<file path="src/rtl/contador_pkg.sv">
// contador_pkg: mode encodings and parameter legality limits shared by the up/down counter.
package contador_pkg;
  localparam logic MODO_SATURA = 1'b0;
  localparam logic MODO_WRAP   = 1'b1;
  localparam int   WIDTH_MIN   = 2;
  localparam int   WIDTH_MAX   = 16;
endpackage

</file>
<file path="src/rtl/contador_updown_next.sv">
// contador_updown_next: combinational next-count and overflow/underflow event logic.
module contador_updown_next
  import contador_pkg::*;
#(
  parameter int WIDTH   = 4,
  parameter int MAX_VAL = 2**WIDTH-1
) (
  input  logic [WIDTH-1:0] Q,
  input  logic             inc,
  input  logic             dec,
  input  logic             wrap,
  input  logic             clr,
  input  logic             load,
  input  logic [WIDTH-1:0] load_val,
  output logic [WIDTH-1:0] Q_next,
  output logic             ovf_ev,
  output logic             unf_ev
);
  localparam logic [WIDTH:0]   L_MAX_X = (WIDTH+1)'(MAX_VAL);
  localparam logic [WIDTH-1:0] L_MAX   = WIDTH'(MAX_VAL);
  logic [WIDTH:0]   w_up;
  logic [WIDTH-1:0] w_dn;
  logic [WIDTH-1:0] w_ld;
  logic             w_do_inc;
  logic             w_do_dec;
  logic             w_at_max;
  logic             w_at_min;
  logic             w_wrap;
  always_comb begin
    w_up     = {1'b0, Q} + (WIDTH+1)'(1);
    w_dn     = Q - WIDTH'(1);
    w_ld     = (load_val > L_MAX) ? L_MAX : load_val;
    w_do_inc = inc & ~dec & ~clr & ~load;
    w_do_dec = dec & ~inc & ~clr & ~load;
    w_at_max = w_up > L_MAX_X;
    w_at_min = (Q == '0);
    w_wrap   = (wrap == MODO_WRAP);
    ovf_ev   = w_do_inc & w_at_max;
    unf_ev   = w_do_dec & w_at_min;
    Q_next   = clr      ? '0 :
               load     ? w_ld :
               w_do_inc ? (w_at_max ? (w_wrap ? '0 : Q) : w_up[WIDTH-1:0]) :
               w_do_dec ? (w_at_min ? (w_wrap ? L_MAX : Q) : w_dn) :
               Q;
  end
endmodule

</file>
<file path="src/rtl/contador_updown_param.sv">
// contador_updown_param: parametrised up/down occupancy counter with saturate/wrap and threshold flags.
// Define CONTADOR_ERR_STICKY_EN to make ovf/unf sticky until clr or rst.
module contador_updown_param
  import contador_pkg::*;
#(
  parameter int WIDTH     = 4,
  parameter int MAX_VAL   = 2**WIDTH-1,
  parameter int AF_THRESH = MAX_VAL-1,
  parameter int AE_THRESH = 1
) (
  input  logic             clk,
  input  logic             rst,
  input  logic             clr,
  input  logic             load,
  input  logic [WIDTH-1:0] load_val,
  input  logic             wrap,
  input  logic             inc,
  input  logic             dec,
  output logic [WIDTH-1:0] Q,
  output logic             empty,
  output logic             full,
  output logic             almost_empty,
  output logic             almost_full,
  output logic             ovf,
  output logic             unf
);
  if (WIDTH < WIDTH_MIN || WIDTH > WIDTH_MAX) begin : g_bad_width
    $error("contador_updown_param: WIDTH out of range");
  end
  if (MAX_VAL < 1 || MAX_VAL > 2**WIDTH-1) begin : g_bad_max
    $error("contador_updown_param: MAX_VAL out of range");
  end
  if (AF_THRESH < 0 || AF_THRESH > MAX_VAL) begin : g_bad_af
    $error("contador_updown_param: AF_THRESH out of range");
  end
  if (AE_THRESH < 0 || AE_THRESH > MAX_VAL) begin : g_bad_ae
    $error("contador_updown_param: AE_THRESH out of range");
  end
  localparam logic [WIDTH-1:0] L_MAX = WIDTH'(MAX_VAL);
  localparam logic [WIDTH:0]   L_AF  = (WIDTH+1)'(AF_THRESH);
  localparam logic [WIDTH:0]   L_AE  = (WIDTH+1)'(AE_THRESH);
  logic [WIDTH-1:0] r_q;
  logic             r_ovf;
  logic             r_unf;
  logic [WIDTH-1:0] w_q_next;
  logic             w_ovf_ev;
  logic             w_unf_ev;
  contador_updown_next #(
    .WIDTH   (WIDTH),
    .MAX_VAL (MAX_VAL)
  ) u_next (
    .Q        (r_q),
    .inc      (inc),
    .dec      (dec),
    .wrap     (wrap),
    .clr      (clr),
    .load     (load),
    .load_val (load_val),
    .Q_next   (w_q_next),
    .ovf_ev   (w_ovf_ev),
    .unf_ev   (w_unf_ev)
  );
  // events are already suppressed by clr, so pulse mode needs no explicit clear
  always_ff @(posedge clk or posedge rst) begin
    if (rst) begin
      r_q   <= '0;
      r_ovf <= 1'b0;
      r_unf <= 1'b0;
    end else begin
      r_q   <= w_q_next;
`ifdef CONTADOR_ERR_STICKY_EN
      r_ovf <= ~clr & (r_ovf | w_ovf_ev);
      r_unf <= ~clr & (r_unf | w_unf_ev);
`else
      r_ovf <= w_ovf_ev;
      r_unf <= w_unf_ev;
`endif
    end
  end
  always_comb begin
    Q            = r_q;
    ovf          = r_ovf;
    unf          = r_unf;
    empty        = (r_q == '0);
    full         = (r_q == L_MAX);
    almost_empty = ({1'b0, r_q} <= L_AE);
    almost_full  = ({1'b0, r_q} >= L_AF);
  end
endmodule

</file>
<file path="config.mk">
export PLATFORM = sky130hd
export DESIGN_NAME = contador_updown_param
export DESIGN_NICKNAME = d
export VERILOG_FILES = /design/src/rtl/contador_pkg.sv /design/src/rtl/contador_updown_next.sv /design/src/rtl/contador_updown_param.sv
export SDC_FILE = /design/constraint.sdc
export NUM_CORES = 1
export LEC_CHECK = 0
export ABC_AREA = 0
export CAP_MARGIN = 20
export CORE_MARGIN = 2
export CORE_UTILIZATION = 40
export CTS_CLUSTER_SIZE = 16
export DETAILED_ROUTE_END_ITERATION = 8
export MAX_ROUTING_LAYER = met4
export PLACE_DENSITY = 0.73
export SYNTH_ARGS = -nofsm -noshare
export SYNTH_HDL_FRONTEND = slang
export SYNTH_SLANG_ARGS = --single-unit
</file>
<file path="constraint.sdc">
create_clock -name clk -period 1.9 [get_ports clk]
set_input_delay 0.285 -clock clk [delete_from_list [all_inputs] [get_ports clk]]
set_output_delay 0.285 -clock clk [all_outputs]
set_load 0.02 [all_outputs]
</file>
==> impl_results.md <==
* Final net count at 144
* Yosys Warn Count at 0
* Largest net degree at the start of global routing at 15
* Synthesized flop and latch total at 6
* Top-area cell type share of the netlist area at 23.3%
* Mux cell area share after synthesis at 0%
* Post-synthesis compound-gate area fraction at 31.5%
* Area growth syn-to-layout at 93.8%
* Die width at 44.1 µm
* Top cells by area, synth: dfrtp_1 (23%), ha_1 (9.7%), a21oi_1 (5.4%), inv_1 (5.3%), nor4bb_1 (4.7%)
* Clock sinks at 6
* Placed cell count at 131
* Clk_skew at 4.51 ps
* Layout Cells excl Fill at 142
* Max Freq at 486 MHz
* Cells after synthesis at 77
* Xor/xnor share of the synthesized area at 0%
* Outcome: finished with violations
* CTS tree: done
* Critical Path Max Stage Delay at 430 ps
* Period utilization at 108%
* Post-route ant nets at 0
* Sequential share of the synthesized area at 23.3%
* First-pass GRT wire length at 4440 µm
* WL/cell at 20.5 µm
* Syn_nets at 93
* Max VDD drop at 0.343 mV
* CORE AREA at 1510 µm²
* Synth area leader: dfrtp_1
* Top cells by count, synth: inv_1 (9), a21oi_1 (7), dfrtp_1 (6), nor2_1 (6)
* CTS hold repair buffers at 0
* Cell Pwr Density at 538 nW/µm²
* Worst slew pin tran at 388 ps
* CP Class: reg2reg
* # setup viols final at 4
* Most frequent cell after synthesis: inv_1
* Initial antenna violation count at 0
* RSZ-0062 raised after global routing: true
* Io pins at 21
* Iter 0 DRT Violations at 39
* Main combinational cell family by area after synthesis: compound AO/OA/AOI/OAI gates
* Initial Util at 42.7%
* Fin Setup TNS at -450 ps
* CP max FO at 4
* Post-Synth Simple-Gate Area at 24.3%
* Die extent in y at 44.1 µm
* Clock root buffer: clkbuf_4
* H-tree Lvls at 1
* Req. time, crit path at 2070 ps
* Ys flop type: dfrtp_1
* Worst Setup End Kind: flip-flop
* Slowest CP cell: dfrtp_2
* Crit path arrival time at 2220 ps
* Vias in the first global route at 915
* Routability cong. at 0.902
* Area of the mapped netlist at 643 µm²
* Area of the die at 1940 µm²
* Layout cells sized above 1 at 48.4%
* Crit start category: flip-flop
* Synth Area in Adders at 9.73%
* Leak pwr at 0.000558 µW
* Final hold vios at 0
* IO buf count at 20
* Reg clk slew, reported paths at 60 ps
* Failing checks: setup timing
* HPWL after DPL at 1610 µm
* Mapped Avg Cell Area at 8.35 µm²
* Diodes inserted at 0
* Max cap viols at 0
* Via Count at 900
* GRT overflow at 0
* Post-synth EDFFs at 0
* Critical path cell sequence: buf_4 -> ha_4 -> and2_4 -> o31ai_2 -> o21ai_1 -> a211o_1 -> a221oi_2
* Count of cell types in the netlist at 35
* Number of CTS-inserted buffers at 3
* Relative slew margins at 73.8%
* Asr flop ratio synth at 100%
* Drc violations at 0
* Clock tree buffer depth at 2
* Setup ws final at -157 ps
* GRT Util Overall at 33.4%
* Max-slew violation count at 0
* Post-layout minimum cycle time at 2060 ps
* Core occupancy in the finished layout at 82.7%
* Routed wire length at 2910 µm
* Hold Crit Class: in2async
* Row count at 14
* Vias per Instance at 6.34
* Drt first pass iters at 4
* Worst skew pair latency at 260 ps
[kinds of logic after synthesis]
| kind of cell | count (synthesis) |
|---|---|
| fa+ha+maj | 5 |
| flops | 6 |
| simple gates | 24 |
| compound gates | 28 |
| buf+inv | 14 |
[stage by stage]
step           hold WS [ps]  setup slack [ps]  power (µW)  cell area, µm²
2_1_floorplan          75.8             -50.5         301             676
3_3_place_gp            530              -177         431            1030
3_5_place_dp            547              -257         437            1030
4_1_cts                 269             -74.5         633            1210
5_1_grt                 309              -236         698            1250
6_report                264              -157         671            1250
[flip-flops by register name, indices dropped and copies added (netlist names)]
| signal | count |
|---|---|
| unf | 1 |
| ovf | 1 |
| Q | 4 |
[cells in the final DEF (no fill, tap or decap), drive strengths merged, types with 2 or more instances in the layout]
| cell type | synthesis | layout |
|---|---|---|
| nor2 | 6 | 6 |
| nor4bb | 3 | 3 |
| nor3 | 3 | 3 |
| clkdlybuf4s50 | 0 | 16 |
| o31ai | 2 | 2 |
| o21ai | 5 | 5 |
| ha | 5 | 5 |
| and3 | 3 | 3 |
| buf | 5 | 32 |
| a21oi | 7 | 7 |
| dlygate4sd2 | 0 | 2 |
| dfrtp | 6 | 6 |
| clkbuf | 0 | 4 |
| inv | 9 | 9 |
[power by group]
part | internal (µW) | leakage [µW] | switching (µW)
logic | 199 | 0.000467 | 190
clock network | 72.6 | 0.0000138 | 62.5
registers | 137 | 0.0000769 | 9.84
total | 409 | 0.000558 | 262
[worst paths after layout]
check,from,to,slack (ps),depth (start not counted)
hold / removal,rst,Q[3]$_DFFE_PP0P_,260,2
setup / recovery,Q[0]$_DFFE_PP0P_,Q[3]$_DFFE_PP0P_,-160,7
min in group clk,load_val[3],Q[3]$_DFFE_PP0P_,600,3
hold reg to reg,Q[3]$_DFFE_PP0P_,unf$_DFF_PP0_,700,3
setup reg to reg,Q[0]$_DFFE_PP0P_,Q[3]$_DFFE_PP0P_,-160,7
max in group asynchronous,rst,Q[0]$_DFFE_PP0P_,1390,2
[layer usage]
layer  track usage (%)  wire length, µm  vias up
li1                  -                -      389
met1              38.6             1120      436
met2              51.5             1450       59
met3              3.27              198       16
met4              28.5              143        0
met5                 -                0        -
[repair_timing]
item | 4_1_cts | 5_1_grt
gates resized for setup | 25 | 10
buffers inserted | 7 | 2
pin swaps | 6 | 4
setup endpoints to repair | 8 | 7
[critical path, delay by kind of cell, from the launching register on]
| family | cells | cell delay, ps |
|---|---|---|
| AOI/OAI and AO/OA | 4 | 1040 |
| and+or+nand+nor | 1 | 170 |
| adders and majority gates | 1 | 170 |
| buffers and inverters | 1 | 160 |
| DFF | 1 | 430 |
[final cells by class]
| type | count | area (µm²) |
|---|---|---|
| Multi-Input combinational cell | 57 | 579 |
| Timing Repair Buffer | 51 | 435 |
| Fill cell | 88 | 260 |
| Sequential cell | 6 | 153 |
| Inverter | 9 | 36.3 |
| Clock buffer | 3 | 22.5 |
| Tap cell | 16 | 20.0 |
No activity file was read; power rests on OpenSTA's default activity.
